[src/rtl/vga_pkg.sv]
// vga_pkg -- shared definitions for the VGA display path.
//
// Holds the default 640x480@60 timing constants, the derived line/frame
// totals and sync positions for those defaults, the 3-bit colour type,
// the update-window FSM state encoding and the test-pattern bar palette.
// The optional test pattern is controlled by VGA_TEST_PATTERN_EN (see
// vga_timing_ctrl).
package vga_pkg;

    localparam int H_ACTIVE_DEF = 640;
    localparam int H_FP_DEF     = 16;
    localparam int H_SYNC_DEF   = 96;
    localparam int H_BP_DEF     = 48;

    localparam int V_ACTIVE_DEF = 480;
    localparam int V_FP_DEF     = 10;
    localparam int V_SYNC_DEF   = 2;
    localparam int V_BP_DEF     = 33;

    localparam int H_TOTAL = H_ACTIVE_DEF + H_FP_DEF + H_SYNC_DEF + H_BP_DEF;  // 800
    localparam int V_TOTAL = V_ACTIVE_DEF + V_FP_DEF + V_SYNC_DEF + V_BP_DEF;  // 525

    localparam int H_SYNC_START = H_ACTIVE_DEF + H_FP_DEF;                     // 656
    localparam int H_SYNC_END   = H_SYNC_START + H_SYNC_DEF - 1;               // 751
    localparam int V_SYNC_START = V_ACTIVE_DEF + V_FP_DEF;                     // 490
    localparam int V_SYNC_END   = V_SYNC_START + V_SYNC_DEF - 1;               // 491

    typedef logic [2:0] color_t;

    typedef enum logic [1:0] {
        UPD_IDLE,
        UPD_WAIT,
        UPD_GRANT,
        UPD_SPENT
    } upd_state_t;

    // Colour of vertical bar number idx (0 = leftmost).
    function automatic color_t bar_color(input int idx);
        case (idx)
            0:       return 3'b000;
            1:       return 3'b001;
            2:       return 3'b010;
            3:       return 3'b100;
            4:       return 3'b011;
            5:       return 3'b101;
            6:       return 3'b110;
            7:       return 3'b111;
            default: return 3'b000;
        endcase
    endfunction

endpackage

[src/rtl/vga_upd_arbiter.sv]
// vga_upd_arbiter -- grants the game logic one state-update window per frame,
// confined to vertical blanking.
//
// Ports:
//   clk, rst      pixel clock, synchronous active-high reset
//   upd_req       game logic wants an update window
//   upd_done      game logic finished its update (single-cycle pulse)
//   vblank        counters are inside vertical blanking
//   vblank_start  counters are at the first blanking pixel (x=0, y=V_ACTIVE)
//   frame_end     counters are at the last pixel of the frame
//   frame_origin  counters are at (0,0)
//   upd_grant     window open
//   upd_abort     one-cycle pulse: window closed at frame end without upd_done
module vga_upd_arbiter
    import vga_pkg::*;
(
    input  logic clk,
    input  logic rst,
    input  logic upd_req,
    input  logic upd_done,
    input  logic vblank,
    input  logic vblank_start,
    input  logic frame_end,
    input  logic frame_origin,
    output logic upd_grant,
    output logic upd_abort
);

    upd_state_t state, state_nxt;
    logic       abort_q, abort_nxt;

    always_ff @(posedge clk) begin
        if (rst) begin
            state   <= UPD_IDLE;
            abort_q <= 1'b0;
        end else begin
            state   <= state_nxt;
            abort_q <= abort_nxt;
        end
    end

    always_comb begin
        state_nxt = state;
        abort_nxt = 1'b0;
        case (state)
            UPD_IDLE: begin
                // A request on the very last pixel would open a window that
                // spans the next frame's active video, so it waits instead.
                if (upd_req) begin
                    state_nxt = (vblank && !frame_end) ? UPD_GRANT : UPD_WAIT;
                end
            end
            UPD_WAIT: begin
                if (!upd_req) begin
                    state_nxt = UPD_IDLE;
                end else if (vblank_start) begin
                    state_nxt = UPD_GRANT;
                end
            end
            UPD_GRANT: begin
                // done wins over a coincident end of frame
                if (upd_done) begin
                    state_nxt = UPD_SPENT;
                end else if (frame_end) begin
                    state_nxt = UPD_IDLE;
                    abort_nxt = 1'b1;
                end
            end
            UPD_SPENT: begin
                if (frame_origin) begin
                    state_nxt = UPD_IDLE;
                end
            end
            default: state_nxt = UPD_IDLE;
        endcase
    end

    always_comb begin
        upd_grant = (state == UPD_GRANT);
        upd_abort = abort_q;
    end

endmodule

[src/rtl/vga_timing_ctrl.sv]
// vga_timing_ctrl -- VGA display sequencer.
//
// Owns the pixel counters, generates hsync/vsync/de, presents the current
// coordinate to the renderer and registers the renderer's colour to the pins
// (black outside the active area). Also hosts the per-frame game-state update
// arbiter (vga_upd_arbiter).
//
// Ports:
//   clk, rst            pixel clock, synchronous active-high reset
//   pix_color_i [2:0]   renderer colour for the pixel at (px, py)
//   pattern_sel         (only with VGA_TEST_PATTERN_EN) show colour bars
//   upd_req, upd_done   game logic update handshake
//   px, py [9:0]        current counter coordinate
//   color [2:0]         registered pixel colour
//   hsync, vsync        active-low syncs, aligned with color
//   de                  active-video enable, aligned with color
//   frame_start         high with the colour of pixel (0,0)
//   upd_grant           update window open
//   upd_abort           window closed before upd_done (one-cycle pulse)
//
// Optional feature: define VGA_TEST_PATTERN_EN to add pattern_sel, which
// replaces the active-area colour with eight equal vertical bars.
module vga_timing_ctrl
    import vga_pkg::*;
#(
    parameter int H_ACTIVE = H_ACTIVE_DEF,
    parameter int H_FP     = H_FP_DEF,
    parameter int H_SYNC   = H_SYNC_DEF,
    parameter int H_BP     = H_BP_DEF,
    parameter int V_ACTIVE = V_ACTIVE_DEF,
    parameter int V_FP     = V_FP_DEF,
    parameter int V_SYNC   = V_SYNC_DEF,
    parameter int V_BP     = V_BP_DEF
) (
    input  logic       clk,
    input  logic       rst,
    input  logic [2:0] pix_color_i,
`ifdef VGA_TEST_PATTERN_EN
    input  logic       pattern_sel,
`endif
    input  logic       upd_req,
    input  logic       upd_done,
    output logic [9:0] px,
    output logic [9:0] py,
    output logic [2:0] color,
    output logic       hsync,
    output logic       vsync,
    output logic       de,
    output logic       frame_start,
    output logic       upd_grant,
    output logic       upd_abort
);

    localparam logic [9:0] X_LAST = 10'(H_ACTIVE + H_FP + H_SYNC + H_BP - 1);
    localparam logic [9:0] Y_LAST = 10'(V_ACTIVE + V_FP + V_SYNC + V_BP - 1);
    localparam logic [9:0] X_ACT  = 10'(H_ACTIVE);
    localparam logic [9:0] Y_ACT  = 10'(V_ACTIVE);
    localparam logic [9:0] HS_LO  = 10'(H_ACTIVE + H_FP);
    localparam logic [9:0] HS_HI  = 10'(H_ACTIVE + H_FP + H_SYNC - 1);
    localparam logic [9:0] VS_LO  = 10'(V_ACTIVE + V_FP);
    localparam logic [9:0] VS_HI  = 10'(V_ACTIVE + V_FP + V_SYNC - 1);
    localparam int         BAR_W  = (H_ACTIVE >= 8) ? (H_ACTIVE / 8) : 1;

    // Blanking forces black on the pins.
    function automatic color_t blank_color(input logic active, input color_t c);
        return active ? c : 3'b000;
    endfunction

    logic [9:0] x, y;
    logic       x_last, y_last, active, vblank;
    color_t     src_color;

    // Stage 0: counters
    always_comb begin
        x_last = (x == X_LAST);
        y_last = (y == Y_LAST);
        active = (x < X_ACT) && (y < Y_ACT);
        vblank = (y >= Y_ACT);
    end

    always_ff @(posedge clk) begin
        if (rst) begin
            x <= '0;
            y <= '0;
        end else if (x_last) begin
            x <= '0;
            y <= y_last ? 10'd0 : y + 10'd1;
        end else begin
            x <= x + 10'd1;
        end
    end

    assign px = x;
    assign py = y;

`ifdef VGA_TEST_PATTERN_EN
    always_comb begin
        src_color = pattern_sel ? bar_color(int'(x) / BAR_W) : color_t'(pix_color_i);
    end
`else
    always_comb begin
        src_color = color_t'(pix_color_i);
    end
`endif

    // Stage 1: colour, syncs, enable and frame marker pipelined together
    color_t color_p1;
    logic   vld_p1, hsync_p1, vsync_p1, fs_p1;

    always_ff @(posedge clk) begin
        if (rst) begin
            color_p1 <= 3'b000;
            vld_p1   <= 1'b0;
            hsync_p1 <= 1'b1;
            vsync_p1 <= 1'b1;
            fs_p1    <= 1'b0;
        end else begin
            color_p1 <= blank_color(active, src_color);
            vld_p1   <= active;
            hsync_p1 <= !((x >= HS_LO) && (x <= HS_HI));
            vsync_p1 <= !((y >= VS_LO) && (y <= VS_HI));
            fs_p1    <= (x == 10'd0) && (y == 10'd0);
        end
    end

    assign color       = color_p1;
    assign de          = vld_p1;
    assign hsync       = hsync_p1;
    assign vsync       = vsync_p1;
    assign frame_start = fs_p1;

    vga_upd_arbiter u_arb (
        .clk          (clk),
        .rst          (rst),
        .upd_req      (upd_req),
        .upd_done     (upd_done),
        .vblank       (vblank),
        .vblank_start ((y == Y_ACT) && (x == 10'd0)),
        .frame_end    (x_last && y_last),
        .frame_origin ((x == 10'd0) && (y == 10'd0)),
        .upd_grant    (upd_grant),
        .upd_abort    (upd_abort)
    );

endmodule

[config.mk]
export PLATFORM = sky130hd
export DESIGN_NAME = vga_timing_ctrl
export DESIGN_NICKNAME = d
export VERILOG_FILES = /design/src/rtl/vga_pkg.sv /design/src/rtl/vga_upd_arbiter.sv /design/src/rtl/vga_timing_ctrl.sv
export SDC_FILE = /design/constraint.sdc
export NUM_CORES = 1
export LEC_CHECK = 0
export CAP_MARGIN = 20
export CORE_ASPECT_RATIO = 1.2
export CORE_MARGIN = 5
export CORE_UTILIZATION = 23
export CTS_BUF_LIST = sky130_fd_sc_hd__clkbuf_16
export CTS_CLUSTER_DIAMETER = 30
export DETAILED_ROUTE_END_ITERATION = 7
export RECOVER_POWER = 100
export SETUP_SLACK_MARGIN = 0.15
export SKIP_CTS_REPAIR_TIMING = 1
export SYNTH_ARGS = -nofsm -noshare
export SYNTH_HDL_FRONTEND = slang
export SYNTH_SLANG_ARGS = --single-unit
[constraint.sdc]
create_clock -name clk -period 3.92 [get_ports clk]
set_input_delay 0.392 -clock clk [delete_from_list [all_inputs] [get_ports clk]]
set_output_delay 0.392 -clock clk [all_outputs]
set_load 0.02 [all_outputs]
# Word level (Yosys, flattened, before mapping)

Cells that the tools add are included.

Bits in registers: 30
Input bits: 7
Logic and storage cells: 57

Add/subtract/negate cells: 2
Order comparisons: 7
Equality and inequality tests: 10
Muxes and demuxes: 10
Bitwise operators: 2
Reduce and logical (&&, ||, !) cells: 17

Operator list:

| operator                | number |
|---|---|
| $add A10 B1 Y10 const B | 2 |
| $eq A10 B10 Y1 const B  | 2 |
| $ge A10 B9 Y1 const B   | 2 |
| $logic_not A10 Y1       | 2 |
| $mux W2                 | 7 |
| $eq A10 B9 Y1 const B   | 1 |
| $ge A10 B10 Y1 const B  | 1 |
| $le A10 B10 Y1 const B  | 1 |
| $le A10 B9 Y1 const B   | 1 |
| $lt A10 B10 Y1 const B  | 1 |
| $lt A10 B9 Y1 const B   | 1 |
| $mux W10                | 1 |
| $pmux W2 S4             | 1 |
| $logic_and A1 B1 Y1     | 7 |
| $ne A3 B2 Y1 const B    | 2 |
| $eq A2 B2 Y1 const B    | 2 |
| $reduce_and A4 Y1       | 1 |
| $reduce_or A2 Y1        | 2 |
| $logic_not A1 Y1        | 3 |
| $reduce_or A3 Y1        | 1 |
| $eq A2 B1 Y1 const B    | 1 |
| $logic_not A2 Y1        | 1 |
| $ne A2 B1 Y1 const B    | 1 |
| $ne A2 B2 Y1 const B    | 1 |
| other kinds (2)         | 3 |

# Depth between registers and ports, before layout

Gate-level depths: netlist (run 1).

Depth after elaboration: 7
Mapped depth: 8

# Hierarchy

Synthesis (run 1) repeated with hierarchy kept, for this count alone.

Cells, all modules: 162
Area, all modules: 1483.9 sq um

By module, submodules not included:

| module          | times used | cells each | area each (sq um) | seq. area each (sq um) |
|---|---|---|---|---|
| vga_timing_ctrl | 1          | 141        | 1285.0            | 540.5 |
| vga_upd_arbiter | 1          | 21         | 198.9             | 60.1 |

# Least setup slack after synthesis (run 1)

Ideal clock, no wire load.

Path kind: flip-flop to flip-flop
Start: reg x[0] (netlist: px[0])
End: reg u_arb.state[1]
Setup time: 122 ps
Data arrival time: 1960 ps
Required time: 3798 ps
Path slack: 1838 ps
Stages on the path, launching flop included: 7
Buffers on the path: 0
Path through: dfxtp_1 -> ha_1 -> nand4_2 -> or4_4 -> nor4_4 -> nor3_1 -> o311a_1

Longest elaborated chain between the ends: 7

RTL lines:

| what                   | line                   | text |
|---|---|---|
| from (decl)            | vga_timing_ctrl.sv:69  | `logic [9:0] x, y;` |
| from (signal assigned) | vga_timing_ctrl.sv:89  | `x <= x + 10'd1;` |
| $eq A10 B10 Y1         | vga_timing_ctrl.sv:75  | `x_last = (x == X_LAST);` |
| $logic_and A1 B1 Y1    | vga_timing_ctrl.sv:139 | `.frame_end (x_last && y_last),` |
| $logic_not A1 Y1       | vga_upd_arbiter.sv:50  | `state_nxt = (vblank && !frame_end) ? UPD_GRANT : UPD_WAIT;` |
| $logic_and A1 B1 Y1    | vga_upd_arbiter.sv:50  |  |
| $mux W2                | vga_upd_arbiter.sv:50  |  |
| $mux W2                | vga_upd_arbiter.sv:49  | `if (upd_req) begin` |
| $pmux W2 S4            | vga_upd_arbiter.sv:45  | `case (state)` |
| to (signal assigned)   | vga_upd_arbiter.sv:37  | `state <= state_nxt;` |
| to (decl)              | vga_upd_arbiter.sv:29  | `upd_state_t state, state_nxt;` |

Several ways; a longest one is shown, not always the timed one. The select of a mux whose other input is x is not followed.
A chain may end at the register's enable or synchronous reset.

# Worst setup path in the final report (run 1)

Start: reg x[0] (netlist: px[0])
End: reg y[2] (netlist: py[2])

Longest elaborated chain between the ends: 1

RTL lines:

| what                 | line                  | text |
|---|---|---|
| $eq A10 B10 Y1       | vga_timing_ctrl.sv:75 |  |
| to (signal assigned) | vga_timing_ctrl.sv:87 | `y <= y_last ? 10'd0 : y + 10'd1;` |
| to (decl)            | vga_timing_ctrl.sv:69 |  |

Every way passes these cells.

==> results.tsv, run 1 <==
stage	metric	value	unit
cts	cts-htree-levels	2	
yosys	avgSynthCellArea	9.20	um^2
critical_path	worstReg2RegEnd	py[2]	
global_routing	grt_max_degree	18	
critical_path	reg2reg_slack	1250	ps
status	status	completed	
sta	post-route-period-util	68.2	%
cells_and_area	fill_cells	699	
sta	fmaxAchievable	374	MHz
job	maxCapViolations	0	
sta	tightest_slew	978	ps
place	place_congestion	0.764	
place	dp.cells	271	
critical_path	cp_data_required_time	4050	ps
min_path	min_from	py[1]	
cts	cts_buffers	5	
cts	clkTransAtPathRegs	50	ps
floorplanning	core_region_area	0.00633	mm^2
cells_and_area	drive_gt1_share	5.18	%
yosys	synth-edff-count	0	
cts	clock_latency	270	ps
min_path	hold_path.class	flop to flop	
min_path	holdPathEnd	vsync	
detailed_routing	avgRoutedWirePerCell	11.8	um
cells_and_area	final_cell_mix	dfxtp_1, dlygate4sd3_1, nor2_1, nor3_1, xor2_1	
global_routing	track_usage	8.64	%
detailed_routing	totalWireLength	3.28	mm
critical_path	path_buf_inv	0	
cells_and_area	fin_cells	278	
critical_path	cp_top_family	simple AND/OR/NAND/NOR gates	
cells_and_area	multiInputGateArea	718	um^2
detailed_routing	drtAntennaViolNets	0	
yosys	yosys_most_used_dff	dfxtp_1	
detailed_routing	viasPerCell	4.45	
cells_and_area	finalInstanceArea	0.00193	mm^2
floorplanning	num_rows	32	
global_routing	grt_remaining_overflow	0	
yosys	synth_fp_nets	171	
cells_and_area	utilization	30.6	%
critical_path	rr_worst_depth	6	
detailed_routing	highest_layer	met4	
global_routing	grt_pass1_vias	1192	
critical_path	cpMaxStageDelayCell	or4_2	
cts	cts_buffer_depth	2	
detailed_routing	drt-pass1-iter-count	4	
power_and_ir_drop	p_per_area	371	mW/mm^2
global_routing	antenna_found_initial	0	
power_and_ir_drop	power_leakage	0.000750	uW
yosys	ys_types	37	
cells_and_area	antenna_cells	0	
detailed_routing	wl_met1	1.53	mm
yosys	synthCells	160	
yosys	yosysSeqAreaShare	40.8	%
cells_and_area	final_nets	205	
detailed_routing	num_vias	1238	
cts	cts_tree	done	
floorplanning	io_pins	36	
place	dp_hpwl	2.42	mm
critical_path	startpoint_type	flop	
sta	hold_viol	0	
floorplanning	dieArea	0.00810	mm^2
critical_path	crit_type	flop to flop	
critical_path	crit_fanout	10	
yosys	ys_ff_latch	30	
power_and_ir_drop	ir_drop	148	uV
sta	finClkSkew	2.41	ps
detailed_routing	wl_met3	166	um
global_routing	grt_pass1_wl	5.65	mm
min_path	min_delay_path_depth	1	
place	portBuffers	35	
cts	cts-root-buf	clkbuf_16	
cts	cts_sinks	30	
cells_and_area	area_delta_synth_final	31.5	%
detailed_routing	detail_route.iter0.violations	50	
cells_and_area	seq_area	601	um^2
critical_path	crit_chain	ha_1 > nand4_1 > or4_2 > nor4_1 > or2_0 > nor2_1	
critical_path	r2r_start	px[0]	
sta	final-setup-viol-count	0	
sta	rsz0062_at_grt	false	
critical_path	slowest_delay	640	ps
sta	slew_violations	0	
yosys	synth_area	0.00147	mm^2
floorplanning	start_util	23.3	%
sta	tns	0	ps
sta	layout_min_cycle_time	2670	ps
detailed_routing	route.detailed.drc	0	
detailed_routing	wl_met2	1.52	mm
yosys	synthArstFlopShare	0	%
yosys	yosysWarnings	0	
floorplanning	die_width	83.0	um
place	placed_area	0.00182	mm^2
critical_path	crit_path_end_kind	flop	
critical_path	crit_arrival	2810	ps
floorplanning	die_height	97.6	um
sta	max_slew_margin	34.3	%
## state kept, by name, indices dropped and copies added (netlist names)
register and cells:
frame_start 1, vsync 1, py 10, de 1
color 3, px 10, u_arb.state 2, hsync 1
u_arb.upd_abort 1
## layer usage
| layer | vias up | global-route usage (%) |
|---|---|---|
| li1 | 620 | - |
| met1 | 577 | 10.3 |
| met2 | 35 | 13.6 |
| met3 | 6 | 3.31 |
| met4 | 0 | 4.03 |
| met5 | - | 0 |
## per-stage QoR
step	hold WS [ps]	worst slack, ps	power, uW
finish	503	1250	718
global route	541	919	748
CTS	514	1620	733
detailed placement	502	1630	386
global placement	503	1680	386
floorplan	514	1840	364
## logic make-up (layout without fill, tap and decap cells)
kind of cell    after synthesis  in the layout  share of synthesized area [%]
flops                        30             30                           40.8
buf+inv                      14             47                           8.42
compound gates                9              9                           3.83
mux                           1              1                          0.680
xor+xnor                     17             17                           10.1
simple gates                 85             85                           32.7
fa+ha+maj                     4              4                           3.40
## synth_stat cells (2+ instances only)
master,number,area (um^2)
nand2_1,10,37.5
nor3_1,11,55.1
dfxtp_1,30,601
xor2_1,12,105
nand3_1,5,25.0
o21ai_0,5,25.0
and2_1,3,18.8
ha_1,4,50.1
nand4_1,10,62.6
and3_1,4,25.0
nor4b_1,3,26.3
or4_4,2,22.5
inv_1,5,18.8
buf_4,4,30.0
nor3b_1,2,15.0
clkbuf_8,2,27.5
nor4_1,3,18.8
nor2_1,22,82.6
xnor2_1,5,43.8
## layout make-up
cell class,count,share of cell area (%)
Multi-Input combinational cell,116,37.1
Sequential cell,30,31.0
Timing Repair Buffer,36,18.7
Clock buffer,5,6.47
Tap cell,85,5.50
Inverter,5,0.970
Clock inverter,1,0.194
## how the worst max path moves through the flow
stage,depth (start not counted),start,end
global route,6,px[0],py[1]
floorplan,6,px[0],u_arb.state[1]
global placement,6,px[0],py[8]
detailed placement,6,px[0],py[6]
finish,6,px[0],py[2]
CTS,6,px[0],py[6]
## where the power goes
part | internal, uW | switching (uW) | leakage, uW
Clock | 224 | 118 | 0.0000632
Combinational | 25.4 | 27.5 | 0.000443
Sequential | 314 | 9.03 | 0.000244
## worst register-to-register path: cells and delay by family (launching register included)
family                     cells  cell delay (ps)
adders and majority gates      1              230
DFF                            1              400
and+or+nand+nor                5             1920
No activity file was read; power rests on OpenSTA's default activity.
==> inputs of run 2 (changes only) <==
Clock period 3.92 ns to 2.4 ns, I/O delays scaled along.
==> run 2 against run 1 <==
Compared with the run above:
- clock skew rose by 2.3 ps
- worst setup slack got worse by 960 ps
- maximum frequency rose by 27%
- non-clock buffer count rose by 2
- largest cell class unchanged
- critical path type unchanged
- flip-flop and latch count did not move
- first-iteration DRC count rose by 6.0%
- clock-buffer cell count did not move
- power rose by 67%
==> results.tsv, run 2 (same netlist as run 1, synthesis figures left out) <==
stage	metric	value	unit
place	portBuffers	35	
critical_path	crit_arrival	2270	ps
cells_and_area	final_nets	207	
place	dp_hpwl	2.48	mm
detailed_routing	drtAntennaViolNets	0	
cells_and_area	antenna_cells	0	
power_and_ir_drop	p_seq_share	44.0	%
critical_path	path_depth	6	
job	maxCapViolations	0	
floorplanning	dieArea	0.00810	mm^2
cells_and_area	fin_cells	282	
detailed_routing	totalWireLength	3.44	mm
sta	final-setup-viol-count	0	
cts	cts-root-buf	clkbuf_16	
cells_and_area	area_delta_synth_final	33.1	%
sta	layout_min_cycle_time	2110	ps
sta	tns	0	ps
detailed_routing	viasPerCell	4.34	
power_and_ir_drop	power_leakage	0.000766	uW
critical_path	path_buf_inv	0	
sta	post-route-period-util	88.0	%
floorplanning	die_height	97.6	um
critical_path	reg2reg_slack	290	ps
detailed_routing	avgRoutedWirePerCell	12.2	um
cts	clkTransAtPathRegs	50	ps
power_and_ir_drop	switching_share	22.6	%
sta	holdWs	508	ps
floorplanning	core_region_area	0.00633	mm^2
cells_and_area	final_cell_mix	dfxtp_1, dlygate4sd3_1, nor2_1, nor3_1, xor2_1	
cts	cts_sinks	30	
floorplanning	num_rows	32	
cts	cts_buffers	5	
power_and_ir_drop	p_per_area	613	mW/mm^2
floorplanning	io_pins	36	
sta	hold_viol	0	
global_routing	antenna_found_initial	0	
sta	finClkSkew	4.74	ps
critical_path	crit_chain	ha_1 > nand4_1 > or4_4 > nor4_2 > nor3_1 > o311a_1	
sta	rsz0062_at_grt	false	
cts	clock_latency	270	ps
cts	cts_tree	done	
power_and_ir_drop	p_int	930	uW
power_and_ir_drop	ir_drop	279	uV
power_and_ir_drop	combPwrFrac	7.4	%
critical_path	cpMaxStageDelayCell	or4_4	
critical_path	cp_data_required_time	2560	ps
place	place_congestion	0.826	
power_and_ir_drop	power.switching	271	uW
detailed_routing	route.detailed.drc	0	
detailed_routing	drt-pass1-iter-count	4	
sta	tightest_slew	559	ps
detailed_routing	detail_route.iter0.violations	53	
min_path	hold_path.class	flop to flop	
floorplanning	die_width	83.0	um
detailed_routing	num_vias	1223	
critical_path	cp_top_family	simple AND/OR/NAND/NOR gates	
critical_path	crit_path_end_kind	flop	
global_routing	track_usage	9.16	%
critical_path	rr_worst_depth	6	
global_routing	grt_max_degree	17	
cts	cts-htree-levels	2	
global_routing	grt_remaining_overflow	0	
power_and_ir_drop	p_total	1200	uW
critical_path	crit_type	flop to flop	
sta	max_slew_margin	62.2	%
sta	fmaxAchievable	473	MHz
critical_path	slowest_delay	500	ps
floorplanning	start_util	23.3	%
power_and_ir_drop	p_clk_share	48.6	%
sta	slew_violations	0	
global_routing	grt_pass1_vias	1235	
critical_path	critPathLaunch	px[0]	
cts	cts_buffer_depth	2	
cells_and_area	final_common_cell	dfxtp_1	
status	status	completed	
critical_path	endpoint	u_arb.state[1]	
critical_path	startpoint_type	flop	
critical_path	crit_fanout	6	
critical_path	r2r_start	px[0]	
global_routing	grt_pass1_wl	6.06	mm
cells_and_area	drive_gt1_share	6.60	%
place	dp.cells	274	
critical_path	worstReg2RegEnd	u_arb.state[1]	
-- run 2: final cells by class --
| cell class | instances | area [um^2] |
|---|---|---|
| Fill cell | 701 | 4370 |
| Multi-Input combinational cell | 116 | 726 |
| Sequential cell | 30 | 601 |
| Timing Repair Buffer | 38 | 369 |
| Clock buffer | 5 | 125 |
| Tap cell | 85 | 106 |
| Inverter | 5 | 18.8 |
| Clock inverter | 3 | 12.5 |
-- run 2: power groups by stage --
stage               registers (uW)  clock network, uW  logic, uW
detailed placement             538                  0       93.6
finish                         528                583       89.1
global route                   529                627       98.7
CTS                            528                605       94.0
floorplan                      544                  0       50.8
global placement               537                  0       93.9
-- run 2: per-layer routing --
layer | track usage, % | vias to the layer above | share of wire (%)
met5 | 0 | - | 0
met4 | 4.28 | 0 | 1.7
met3 | 3.31 | 6 | 5.2
met2 | 14.4 | 33 | 45
met1 | 11.0 | 560 | 48
li1 | - | 624 | -
-- run 2: worst min-delay path by stage --
stage	start	to	depth (start not counted)
final	py[1]	vsync	1
after global routing	pix_color_i[1]	color[1]	2
after detailed placement	py[1]	vsync	1
after global placement	px[0]	px[0]	1
after floorplan	pix_color_i[0]	color[0]	1
after CTS	py[1]	vsync	1
-- run 2: per-stage QoR --
stage          util, %  area [um^2]  setup slack [ps]
2_1_floorplan        -         1470               318
3_3_place_gp      29.2         1850               400
3_5_place_dp      29.2         1850               340
4_1_cts           31.3         1980               332
5_1_grt           31.0         1960               106
6_report          31.0         1960               288
-- run 2: worst reg2reg max path, cell delays in order (launching register included) --
cell and delay [ps]:
dfxtp_1 400, ha_1 240, nand4_1 130, or4_4 500, nor4_2 300, nor3_1 80
o311a_1 350
